==> src/rtl/cpu_trap_ctrl.sv <==
// Trap controller for an out-of-order core: arbitrates interrupts, drains the ROB,
// takes exceptions, sequences mret, and drives the CSR update and fetch redirect.
module cpu_trap_ctrl #(
  parameter int NUM_INT       = 3,
  parameter int PC_WIDTH      = 32,
  parameter int INT_CODE_BASE = 16
) (
  input  logic                clk,
  input  logic                rst_n,
  input  logic [NUM_INT-1:0]  int_pending,
  input  logic [NUM_INT-1:0]  int_enable,
  input  logic                mstatus_mie,
  input  logic                rob_empty,
  input  logic                rob_commit_valid,
  input  logic [PC_WIDTH-1:0] rob_commit_pc,
  input  logic                rob_commit_exp_en,
  input  logic [4:0]          rob_commit_exp_cause,
  input  logic                rob_commit_mret,
  input  logic [29:0]         csr_mtvec_base,
  input  logic [1:0]          csr_mtvec_mode,
  input  logic [PC_WIDTH-1:0] csr_mepc_pc,
  output logic                fetch_stall,
  output logic                flush_all,
  output logic                redirect_en,
  output logic [PC_WIDTH-1:0] redirect_pc,
  output logic                mie_clear_en,
  output logic                mie_set_en,
  output logic                mepc_set_en,
  output logic                mcause_set_en,
  output logic [PC_WIDTH-1:0] mepc_set_pc,
  output logic [31:0]         mcause_set_cause,
  output logic [NUM_INT-1:0]  int_clear,
  output logic                in_handler,
  output logic [1:0]          state
);

  localparam int ID_W = (NUM_INT > 1) ? $clog2(NUM_INT) : 1;

  typedef enum logic [1:0] {
    IDLE    = 2'd0,
    DRAIN   = 2'd1,
    TRAP    = 2'd2,
    HANDLER = 2'd3
  } state_t;

  state_t              cur, nxt;
  logic [ID_W-1:0]     id_q;
  logic                act_int;
  logic [PC_WIDTH-1:0] trap_pc;
  logic [4:0]          trap_cause;
  logic [PC_WIDTH-1:0] last_pc;

  logic [NUM_INT-1:0]  masked;
  logic [ID_W-1:0]     winner;
  logic                int_req;
  logic                commit_exc, commit_mret, commit_ok;
  logic                take_exc, take_int, start_drain, do_mret;
  logic [31:0]         int_code;
  logic [PC_WIDTH-1:0] tvec_pc, vec_off;

  assign masked      = int_pending & int_enable;
  assign int_req     = mstatus_mie && (|masked);
  assign commit_exc  = rob_commit_valid && rob_commit_exp_en;
  assign commit_mret = rob_commit_valid && rob_commit_mret && !rob_commit_exp_en;
  assign commit_ok   = rob_commit_valid && !rob_commit_exp_en;

  // Scan from the top so the lowest pending index wins.
  always_comb begin
    winner = '0;
    for (int i = NUM_INT - 1; i >= 0; i--) begin
      if (masked[i]) winner = ID_W'(i);
    end
  end

  assign int_code = 32'(INT_CODE_BASE) + 32'(id_q);
  assign tvec_pc  = PC_WIDTH'({csr_mtvec_base, 2'b00});
  assign vec_off  = PC_WIDTH'({int_code, 2'b00});

  always_ff @(posedge clk) begin
    if (!rst_n) begin
      cur        <= IDLE;
      id_q       <= '0;
      act_int    <= 1'b0;
      trap_pc    <= '0;
      trap_cause <= '0;
      last_pc    <= '0;
    end else begin
      cur <= nxt;
      if (commit_ok) last_pc <= rob_commit_pc;
      if (start_drain) id_q <= winner;
      if (take_int) act_int <= 1'b1;
      if (take_exc) begin
        act_int    <= 1'b0;
        trap_pc    <= rob_commit_pc;
        trap_cause <= rob_commit_exp_cause;
      end
      if (do_mret) begin
        act_int <= 1'b0;
        id_q    <= '0;
      end
    end
  end

  always_comb begin
    nxt         = cur;
    take_exc    = 1'b0;
    take_int    = 1'b0;
    start_drain = 1'b0;
    do_mret     = 1'b0;
    unique case (cur)
      IDLE: begin
        if (commit_exc)       take_exc    = 1'b1;
        else if (commit_mret) do_mret     = 1'b1;
        else if (int_req)     start_drain = 1'b1;
      end
      DRAIN: begin
        if (commit_exc)     take_exc = 1'b1;
        else if (rob_empty) take_int = 1'b1;
      end
      TRAP: nxt = HANDLER;
      HANDLER: begin
        if (commit_exc)       take_exc = 1'b1;
        else if (commit_mret) do_mret  = 1'b1;
      end
      default: nxt = IDLE;
    endcase
    if (take_exc || take_int) nxt = TRAP;
    else if (do_mret)         nxt = IDLE;
    else if (start_drain)     nxt = DRAIN;
  end

  // Everything is forced low while reset is asserted, including mret pulses.
  always_comb begin
    fetch_stall      = 1'b0;
    flush_all        = 1'b0;
    redirect_en      = 1'b0;
    redirect_pc      = '0;
    mie_clear_en     = 1'b0;
    mie_set_en       = 1'b0;
    mepc_set_en      = 1'b0;
    mcause_set_en    = 1'b0;
    mepc_set_pc      = '0;
    mcause_set_cause = '0;
    int_clear        = '0;
    in_handler       = 1'b0;
    state            = 2'd0;
    if (rst_n) begin
      state       = cur;
      fetch_stall = (cur == DRAIN);
      in_handler  = (cur == HANDLER);
      if (cur == TRAP) begin
        redirect_en   = 1'b1;
        flush_all     = 1'b1;
        mie_clear_en  = 1'b1;
        mepc_set_en   = 1'b1;
        mcause_set_en = 1'b1;
        if (act_int) begin
          mepc_set_pc      = last_pc + PC_WIDTH'(4);
          mcause_set_cause = {1'b1, int_code[30:0]};
          redirect_pc      = (csr_mtvec_mode == 2'd1) ? tvec_pc + vec_off : tvec_pc;
        end else begin
          mepc_set_pc      = trap_pc;
          mcause_set_cause = {1'b0, 26'b0, trap_cause};
          redirect_pc      = tvec_pc;
        end
      end
      if (do_mret) begin
        redirect_en = 1'b1;
        flush_all   = 1'b1;
        mie_set_en  = 1'b1;
        redirect_pc = csr_mepc_pc;
        if (cur == HANDLER && act_int) int_clear = NUM_INT'(1) << id_q;
      end
    end
  end

endmodule
==> config.mk <==
export PLATFORM = sky130hd
export DESIGN_NAME = cpu_trap_ctrl
export DESIGN_NICKNAME = d
export VERILOG_FILES = /design/src/rtl/cpu_trap_ctrl.sv
export SDC_FILE = /design/constraint.sdc
export NUM_CORES = 1
export LEC_CHECK = 0
export CAP_MARGIN = 10
export CORE_ASPECT_RATIO = 1.5
export CORE_MARGIN = 3
export CORE_UTILIZATION = 41
export CTS_BUF_LIST = sky130_fd_sc_hd__clkbuf_4 sky130_fd_sc_hd__clkbuf_8
export DETAILED_ROUTE_END_ITERATION = 10
export PLACE_DENSITY = 0.78
export SLEW_MARGIN = 20
export SYNTH_ARGS = -nofsm -noshare
export SYNTH_HDL_FRONTEND = slang
export SYNTH_SLANG_ARGS = --single-unit
export TNS_END_PERCENT = 50
==> constraint.sdc <==
create_clock -name clk -period 3.4 [get_ports clk]
set_input_delay 0.68 -clock clk [delete_from_list [all_inputs] [get_ports clk]]
set_output_delay 0.68 -clock clk [all_outputs]
set_load 0.005 [all_outputs]
Word-level counts from Yosys, hierarchy flattened
Index checks and enable logic that the tools add are counted.
{"block": "totals", "reg_bits": 74, "latch_bits": 0, "ramBits": 0, "romBits": 0, "input_bits": 114, "elab_cells": 76, "mem_count": 0}
{"block": "classes", "addsub": 3, "n_mul": 0, "n_div": 0, "order_cmp": 0, "n_eq_ne": 4, "n_shift": 1, "n_mux": 42, "bitwise_logic": 2, "n_reduce_logical": 17}
{"operator": "$mux W32", "n": 11}
{"operator": "$add A32 B3 Y32 const B", "n": 1}
{"operator": "$add A32 B8 Y32", "n": 1}
{"operator": "$mux W1", "n": 20}
{"operator": "$mux W2", "n": 8}
{"operator": "$reduce_or A3 Y1", "n": 4}
{"operator": "$mux W3", "n": 3}
{"operator": "$add A5 B2 Y6 const A", "n": 1}
{"operator": "$logic_and A1 B1 Y1", "n": 6}
{"operator": "$eq A2 B1 Y1 const B", "n": 2}
{"operator": "$eq A2 B2 Y1 const B", "n": 2}
{"operator": "$reduce_bool A4 Y1", "n": 1}
{"operator": "$reduce_or A2 Y1", "n": 2}
{"operator": "$and A3 B3 Y3", "n": 1}
{"operator": "$shl A1 B2 Y3 const A", "n": 1}
{"operator": "$logic_not A2 Y1", "n": 1}
{"operator": "$reduce_bool A2 Y1", "n": 1}
{"operator": "$logic_not A1 Y1", "n": 1}
{"operator": "$logic_or A1 B1 Y1", "n": 1}
{"operator": "$not A1 Y1", "n": 1}

Longest topological paths before layout
Gate-level depths: netlist (run 1).
{"block": "depth", "ltp_word": 10, "ltp_mapped": 9, "depth_no_buf": 8}

Worst setup path before layout (run 1)
Ideal clock, no wire load.
{"block": "synth_path", "path_kind": "input to output", "from": "in csr_mtvec_base[0]", "to": "out redirect_pc[28]", "arrival_ns": 2.373, "slack_ns": 0.347, "stages": 9, "n_path_buf": 1, "path_cell_list": "ha_1 inv_1 fa_1 and3b_1 o2111ai_1 clkbuf_1 nor4_1 xnor2_1 o21ai_1"}
{"block": "synth_between", "elab_chain_len": 6}
{"element": "start: declaration", "line": "19", "text": "input logic [29:0] csr_mtvec_base,"}
{"element": "$add A32 B8 Y32", "line": "160", "text": "redirect_pc = (csr_mtvec_mode == 2'd1) ? tvec_pc + vec_off : tvec_pc;"}
{"element": "$mux W32", "line": "160"}
{"element": "$mux W32", "line": "157", "text": "if (act_int) begin"}
{"element": "$mux W32", "line": "151", "text": "if (cur == TRAP) begin"}
{"element": "$mux W32", "line": "167", "text": "if (do_mret) begin"}
{"element": "$mux W32", "line": "147", "text": "if (rst_n) begin"}
{"element": "end: declaration", "line": "25", "text": "output logic [PC_WIDTH-1:0] redirect_pc,"}
Every way passes these cells.

Worst setup path in the final report (run 1)
{"block": "layout_path", "from": "in csr_mtvec_base[12]", "to": "out redirect_pc[27]"}
Same word-level chain as after synthesis.

==> impl_metrics.toml, run 1 <==
[sta]
setup_tns_ps = -78.3
fin_hold_ws_ps = 461
finalHoldViolCount = 0
slew_violations = 0
rsz0062_at_grt = "true"
fmax_ghz = 0.287
setup_violations = 1
setup_slack_ps = -78.3
post-route-period-util_pct = 102
finClkSkew_ps = 7.26
period_needed_ps = 3480

[logic_synthesis]
yosysUniqueCellTypes = 48
synth_top_area_share_pct = 29.0
ys_ff_latch = 74
ys_warn_count = 0
syn_area_per_cell_sq_um = 7.13
netlist_area_sq_um = 5100
synthTopCellsByCount = "nand2_1 (192), dfxtp_1 (74), a21boi_0 (70)"
synth-seq-area-share_pct = 29.0
synth_top_area_cell = "dfxtp_1"
synthFlopType = "dfxtp_1"
synthMostInstantiatedCell = "nand2_1"
synth-async-reset-ratio_pct = 0
synth-edff-count = 0
syn_inst = 716
synth_area_leaders = "dfxtp_1 (29%), nand2_1 (14%), a21boi_0 (10%), xnor2_1 (5.0%), buf_4 (4.4%)"

[floorplan]
die_height_um = 143
die_w_um = 97.1
core_sq_um = 12100
initial_core_util_pct = 42.3
io_pins = 223
die-area_sq_um = 13900
fp-row-count = 49

[clock_tree]
clk_path_buf_depth = 2
clock_latency_ps = 360
clock-sinks = 74
postCtsHoldBufs = 0
cts-buffers-inserted = 9
clk_pin_slew_ps = 70
tritoncts = "yes"
htreeDepth = 3
clock_tree.root_cell = "clkbuf_8"

[global_routing]
grt_first_pass_wirelength_mm = 27.6
grt_pass1_vias = 5507
grt_max_degree = 58
grtUsageTotal_pct = 24.9
grt-ovfl-total = 0
antenna_found_initial = 0

[critical_path]
r2r_slack_ps = 1660
worstPathRequired_ps = 2720
cp.arrival_ps = 2800
path_max_fanout = 6
crit_type = "in2out"
cp.buffers_inverters = 4
worstReg2RegEnd = "trap_pc[17]$_SDFFE_PN0P_"
cp.depth = 9
r2r_cells = 6
setup.worst_path.start_class = "primary input"
critPathMaxStageDelay_ps = 490
cp_slowest_cell = "clkdlybuf4s50_1"
path_cells = "clkdlybuf4s50_1 -> nand3_1 -> or4_4 -> buf_8 -> buf_4 -> nor4_2 -> xnor2_1 -> o21ai_2 -> dlygate4sd2_1"
endpoint = "redirect_pc[27]"
end_kind = "output port"
r2r-start = "cur[0]$_SDFFE_PP0P_"
crit_start = "csr_mtvec_base[12]"
path_delay_family = "buffers and inverters"

[pwr]
pwr-share-seq_pct = 42.3
cellPowerDensity_nw_per_um2 = 278
ir_drop_v = 0.000197
p_int_mw = 1.60
clockPowerShare_pct = 30.2
switching_power_mw = 0.662
p_leak_nw = 3.26
comb_power_share_pct = 27.6
swShare_pct = 29.3

[placement]
place.gp.congestion = 0.883
place_ws_ps = -686
dp_hpwl_mm = 13.3
port_buffers = 196

[detailed_routing]
drc = 0
dr.pass1.iters = 5
first_iter_violations = 219
highest_layer = "met4"
ant_nets = 0
routed_wl_mm = 18.8
wl_met2_mm = 10.2
dr_total_vias = 5755
routed-wl-met3_mm = 1.23
viasPerCell = 5.17
met1_length_mm = 6.72
wl_per_cell_um = 16.9

[final_layout]
antenna_cells = 0
final_layout_size_suffix_gt1_share_pct = 16.6
area_growth_syn_to_layout_pct = 59.2
fillCellCount = 982
fin_nets = 1078

[outcome]
violations = "negative setup slack"
status = "complete, but fails checks"

[hold_path]
worstHoldStart = "trap_pc[12]$_SDFFE_PN0P_"
worstHoldPathType = "reg2reg"

[job]
drv_cap = 0
[routing by layer]
layer  vias up  GRT usage [%]
met1      2643           25.2
li1       2837              -
met4         0           10.9
met3        49           5.03
met2       226           48.9
met5         -              0
[final cells by class]
class | count | area, sq um | share of cell area, %
Timing Repair Buffer | 281 | 2680 | 33.0
Sequential cell | 74 | 1490 | 18.3
Tap cell | 153 | 191 | 2.36
Clock buffer | 10 | 138 | 1.69
Multi-Input combinational cell | 578 | 3520 | 43.4
Inverter | 12 | 51.3 | 0.631
Clock inverter | 5 | 55.1 | 0.678
[cells by family after synthesis]
kind of cell	Yosys count	synth area share [%]
muxes	7	1.37
adders and majority gates	8	2.11
other	1	0.0735
buffers and inverters	89	8.75
DFF	74	29.0
AOI/OAI and AO/OA	163	20.3
and+or+nand+nor	320	29.1
xor gates and xnor gates	54	9.27
[power by group through the flow]
stage	Clock [mW]	Sequential, mW	Combinational [mW]
6_report	0.681	0.955	0.623
5_1_grt	0.733	0.962	0.676
4_1_cts	0.700	0.954	0.611
3_5_place_dp	0	0.974	0.609
3_3_place_gp	0	0.972	0.605
2_1_floorplan	0	0.964	0.273
[registers in the layout, indices dropped and copies added, names as in the netlist]
signal and count:
trap_cause 5, last_pc 32, trap_pc 32, act_int 1
cur 2, id_q 2
[through the flow]
| stage | cells | power [mW] | cell area, sq um | util (%) |
|---|---|---|---|---|
| floorplan | 741 | 1.24 | 5200 | - |
| global placement | 1080 | 1.58 | 7490 | 62.0 |
| detailed placement | 1080 | 1.58 | 7490 | 62.0 |
| CTS | 1102 | 2.27 | 7930 | 65.6 |
| global route | 1113 | 2.37 | 8120 | 67.3 |
| finish | 1113 | 2.26 | 8120 | 67.3 |
[tightest hold or removal path: stages, from the launching register on]
cell	delay, ps
dfxtp_1	310
nand2_1	40
a21boi_0	60
[layout by cell type (no fill, tap or decap), types with 4 or more instances in the layout]
| cell | n |
|---|---|
| nand2_1 | 191 |
| clkdlybuf4s50_1 | 158 |
| buf_4 | 75 |
| dfxtp_1 | 71 |
| a21boi_0 | 70 |
| xnor2_1 | 29 |
| o21ai_1 | 28 |
| nor2_1 | 27 |
| conb_1 | 26 |
| xor2_1 | 25 |
| o21ai_0 | 25 |
| nand3_1 | 21 |
| a21oi_1 | 21 |
| nand4_1 | 14 |
| dlymetal6s2s_1 | 13 |
| dlygate4sd2_1 | 13 |
| clkbuf_8 | 10 |
| inv_1 | 9 |
| and3_1 | 9 |
| and2_1 | 7 |
| mux2i_1 | 7 |
| a211oi_1 | 6 |
| ha_1 | 6 |
| nor4_4 | 5 |
| nor3_1 | 5 |
| nor3_4 | 5 |
| and4_1 | 4 |
| nor3_2 | 4 |
| buf_2 | 4 |
| buf_12 | 4 |
[worst min-delay path by stage]
| stage | end | slack [ps] | depth (start not counted) |
|---|---|---|---|
| finish | trap_pc[12]$_SDFFE_PN0P_ | 460 | 2 |
| global placement | trap_pc[22]$_SDFFE_PN0P_ | 450 | 2 |
| global route | trap_pc[11]$_SDFFE_PN0P_ | 490 | 2 |
| detailed placement | trap_pc[13]$_SDFFE_PN0P_ | 450 | 2 |
| CTS | trap_pc[13]$_SDFFE_PN0P_ | 460 | 2 |
| floorplan | trap_cause[2]$_SDFFE_PN0P_ | 440 | 2 |
[what timing repair did]
| action | 4_1_cts | 5_1_grt |
|---|---|---|
| resized for setup | 73 | 53 |
| buffers inserted | 6 | 10 |
| pin swaps | 20 | 21 |
| cloned | 1 | 1 |
| setup endpoints to repair | 36 | 41 |
Power figures use the tool's default switching activity.
==> run 2, diff against run 1 <==
- CORE_ASPECT_RATIO: 1.5 -> 1.75
- SKIP_CTS_REPAIR_TIMING: not set -> 1
- clock period: 3.4 -> 3.9 ns (I/O delays scaled with it)
==> impl_metrics.toml, run 2 (synthesis results as in run 1) <==
[detailed_routing]
dr_total_vias = 5601
wl_per_cell_um = 15.6
first_iter_violations = 254
routed_wl_mm = 17.0
dr.pass1.iters = 5
ant_nets = 0
viasPerCell = 5.16
drc = 0

[placement]
port_buffers = 196
place.gp.congestion = 0.961
place_area_sq_um = 7260
dp.cells = 1063
dp_hpwl_mm = 12.6

[pwr]
cellPowerDensity_nw_per_um2 = 259
p_leak_nw = 2.96
ir_drop_v = 0.000297

[sta]
maxSlewHeadroom_pct = 45.3
setup_violations = 1
fmax_ghz = 0.256
setup_slack_ps = -12.2
finalHoldViolCount = 0
fin_hold_ws_ps = 459
tightestPinTransition_ps = 820
setup_tns_ps = -12.2
rsz0062_at_grt = "true"
period_needed_ps = 3910
post-route-period-util_pct = 100
slew_violations = 0
finClkSkew_ps = 5.74

[critical_path]
cp.arrival_ps = 3130
cp.depth = 8
path_max_fanout = 8
crit_type = "in2out"
r2r_cells = 6
cp_slowest_cell = "clkdlybuf4s50_1"
critPathMaxStageDelay_ps = 510
endpoint = "redirect_pc[31]"
r2r_slack_ps = 1930
path_delay_family = "buffers and inverters"
worstPathRequired_ps = 3120
end_kind = "output port"
r2r-start = "cur[0]$_SDFFE_PP0P_"
crit_start = "csr_mtvec_mode[0]"
crit_path_frequent_cell = "clkdlybuf4s50_1"
worstReg2RegEnd = "trap_cause[4]$_SDFFE_PN0P_"
setup.worst_path.start_class = "primary input"
cp.buffers_inverters = 3
path_cells = "clkdlybuf4s50_1 -> nand3b_4 -> or4_1 -> buf_4 -> nor4_2 -> xnor2_1 -> o21ai_1 -> clkdlybuf4s50_1"

[clock_tree]
cts-buffers-inserted = 9
clock-sinks = 74
clk_path_buf_depth = 2
clock_latency_ps = 350
htreeDepth = 3
tritoncts = "yes"
clk_pin_slew_ps = 70
clock_tree.root_cell = "clkbuf_8"

[floorplan]
die_height_um = 154
core_sq_um = 12100
fp-row-count = 53
die_w_um = 90.3
io_pins = 223
die-area_sq_um = 13900
initial_core_util_pct = 42.3

[outcome]
status = "complete, but fails checks"
violations = "negative setup slack"

[global_routing]
grt_first_pass_wirelength_mm = 26.5
grt-ovfl-total = 0
grtUsageTotal_pct = 23.5
grt_max_degree = 66
antenna_found_initial = 1
grt_pass1_vias = 5396

[final_layout]
final_cell_area_sq_um = 7680
area_growth_syn_to_layout_pct = 50.5
final_util_pct = 63.6
mostFrequentLayoutCells = "nand2_1 (192), clkdlybuf4s50_1 (180), dfxtp_1 (73)"
final_cells = 1086
final_layout_size_suffix_gt1_share_pct = 9.89
top_regs = "last_pc: 32 flops, trap_pc: 32 flops, trap_cause: 5 flops"
fin_nets = 1037
layout_commonest_cell = "nand2_1"

[job]
drv_cap = 0

[hold_path]
worstHoldPathType = "reg2reg"
==> run 2: through the flow <==
step / power, mW / setup slack [ps]
after floorplan: 1.08 / 647
after global placement: 1.35 / -384
after detailed placement: 1.35 / -452
after CTS: 2.00 / -445
after global routing: 2.09 / -105
final: 1.99 / -12.2
==> run 2: worst min path at each step <==
stage                                           from                          to  slack [ps]  cells after the start
after floorplan           trap_cause[2]$_SDFFE_PN0P_  trap_cause[2]$_SDFFE_PN0P_         440                      2
after global placement      trap_pc[24]$_SDFFE_PN0P_    trap_pc[24]$_SDFFE_PN0P_         450                      2
after detailed placement    trap_pc[21]$_SDFFE_PN0P_    trap_pc[21]$_SDFFE_PN0P_         450                      2
after CTS                   trap_pc[21]$_SDFFE_PN0P_    trap_pc[21]$_SDFFE_PN0P_         460                      2
after global routing         trap_pc[8]$_SDFFE_PN0P_     trap_pc[8]$_SDFFE_PN0P_         490                      2
final                       trap_pc[25]$_SDFFE_PN0P_    trap_pc[25]$_SDFFE_PN0P_         460                      2
==> run 2: final cells by class <==
type | count | area [sq um]
diodes | 1 | 2.50
clock buffers | 15 | 194
clock inverters | 1 | 30.0
fillers | 1104 | 4390
inverters | 12 | 45.0
multi-input cells | 578 | 3380
flip-flops and latches | 74 | 1480
well taps | 165 | 206
repair buffers | 240 | 2330
==> run 2: metal layers <==
layer	vias to the layer above	GRT usage [%]	wire length, um
met5	-	0	0
met4	0	11.1	650
met3	44	4.26	983
met2	216	45.3	9180
met1	2576	24.0	6150
li1	2765	-	-
==> run 2: where the power goes <==
group	internal [mW]	switching [mW]
Clock	0.380	0.271
Combinational	0.271	0.234
Sequential	0.799	0.0345
==> run 2: tightest hold or removal path, stage by stage, from the launching register on <==
cell      delay (ps)
dfxtp_1          310
nand2_1           40
a21boi_0          60
==> run 3, diff against run 2 <==
- ABC_CLOCK_PERIOD_IN_PS: not set -> 3900
- CORE_MARGIN: 3 -> 2
==> impl_metrics.toml, run 3 (synthesis results as in run 1) <==
[sta]
finalHoldViolCount = 0
maxSlewHeadroom_pct = 45.4
setup_slack_ps = -54.2
setup_violations = 2
finClkSkew_ps = 10.6
rsz0062_at_grt = "true"
post-route-period-util_pct = 101
slew_violations = 0
period_needed_ps = 3950
tightestPinTransition_ps = 818
fmax_ghz = 0.253
setup_tns_ps = -82.4

[global_routing]
grtUsageTotal_pct = 23.7
grt_first_pass_wirelength_mm = 24.9
antenna_found_initial = 0
grt-ovfl-total = 0
grt_max_degree = 66
grt_pass1_vias = 5122

[detailed_routing]
first_iter_violations = 289
drc = 0
viasPerCell = 5.14
dr.pass1.iters = 4
dr_total_vias = 5599
wl_per_cell_um = 16.0
ant_nets = 0
routed_wl_mm = 17.4

[critical_path]
end_kind = "output port"
path_max_fanout = 5
r2r-start = "cur[0]$_SDFFE_PP0P_"
setup.worst_path.start_class = "primary input"
crit_start = "csr_mtvec_base[1]"
worstPathRequired_ps = 3120
cp.arrival_ps = 3170
crit_type = "in2out"

[final_layout]
layout_commonest_cell = "nand2_1"
mostFrequentLayoutCells = "nand2_1 (192), clkdlybuf4s50_1 (172), dfxtp_1 (73)"
top_regs = "last_pc: 32 flops, trap_pc: 32 flops, trap_cause: 5 flops"
antenna_cells = 0
fin_nets = 1041
final_cells = 1089
final_layout_size_suffix_gt1_share_pct = 10.3
fillCellCount = 1076
area_growth_syn_to_layout_pct = 52.9

[clock_tree]
clk_pin_slew_ps = 80
tritoncts = "yes"
clock_tree.root_cell = "clkbuf_8"
htreeDepth = 3
clock-sinks = 74
clock_latency_ps = 350
clk_path_buf_depth = 2
cts-buffers-inserted = 9

[floorplan]
io_pins = 223
die_height_um = 152
fp-row-count = 53
initial_core_util_pct = 42.3
die-area_sq_um = 13400
die_w_um = 88.3
core_sq_um = 12100

[placement]
place.gp.congestion = 0.914
place_ws_ps = -404
dp.cells = 1064
dp_hpwl_mm = 12.4
port_buffers = 196

[outcome]
violations = "negative setup slack"
status = "complete, but fails checks"

[hold_path]
worstHoldStart = "trap_pc[13]$_SDFFE_PN0P_"
worstHoldPathType = "reg2reg"

[job]
drv_cap = 0

[pwr]
ir_drop_v = 0.000262
cellPowerDensity_nw_per_um2 = 258
p_leak_nw = 3.14
-- run 3: worst paths after layout --
path | to | slack, ps | cells past startpoint
worst min register to register | trap_pc[13]$_SDFFE_PN0P_ | 460 | 2
worst min-delay path | trap_pc[13]$_SDFFE_PN0P_ | 460 | 2
worst max register to register | act_int$_SDFFE_PP0P_ | 2090 | 5
worst max-delay path | redirect_pc[21] | -50 | 10
-- run 3: power by group --
group | total (mW) | switching, mW | internal, mW | leakage [nW]
sequential | 0.833 | 0.0344 | 0.798 | 0.605
combinational | 0.514 | 0.239 | 0.275 | 2.42
clock | 0.667 | 0.284 | 0.383 | 0.113
-- run 3: routing by layer --
layer / GRT usage [%] / share of wire (%) / vias to the layer above
li1: - / - / 2760
met4: 8.41 / 3.0 / 0
met5: 0 / 0 / -
met3: 4.28 / 6.4 / 36
met2: 47.6 / 55 / 196
met1: 23.2 / 36 / 2607
-- run 3: critical path: stages --
cell             delay [ps]
clkdlybuf4s50_1         430
buf_4                   150
ha_1                    290
a21o_1                  210
a31oi_4                 240
buf_6                   180
nor3_1                   70
xnor2_1                 140
o21ai_1                 120
clkdlybuf4s50_1         560
-- run 3: final cells by class --
cell class / instances / area [sq um] / share of cell area [%]
clock inverter: 5 / 77.6 / 0.994
timing repair buffer: 244 / 2410 / 30.9
multi-input combinational: 578 / 3440 / 44.0
sequential: 74 / 1480 / 19.0
inverter: 12 / 45.0 / 0.577
tap: 165 / 206 / 2.65
clock buffer: 11 / 145 / 1.86
-- run 3: per-stage QoR --
step | hold slack [ps] | util, % | total power [mW] | instance area (sq um)
after floorplan | 439 | - | 1.08 | 5200
after global placement | 446 | 60.3 | 1.35 | 7280
after detailed placement | 453 | 60.3 | 1.36 | 7280
after CTS | 464 | 62.2 | 2.03 | 7510
after global routing | 480 | 64.7 | 2.12 | 7800
final | 461 | 64.7 | 2.01 | 7800
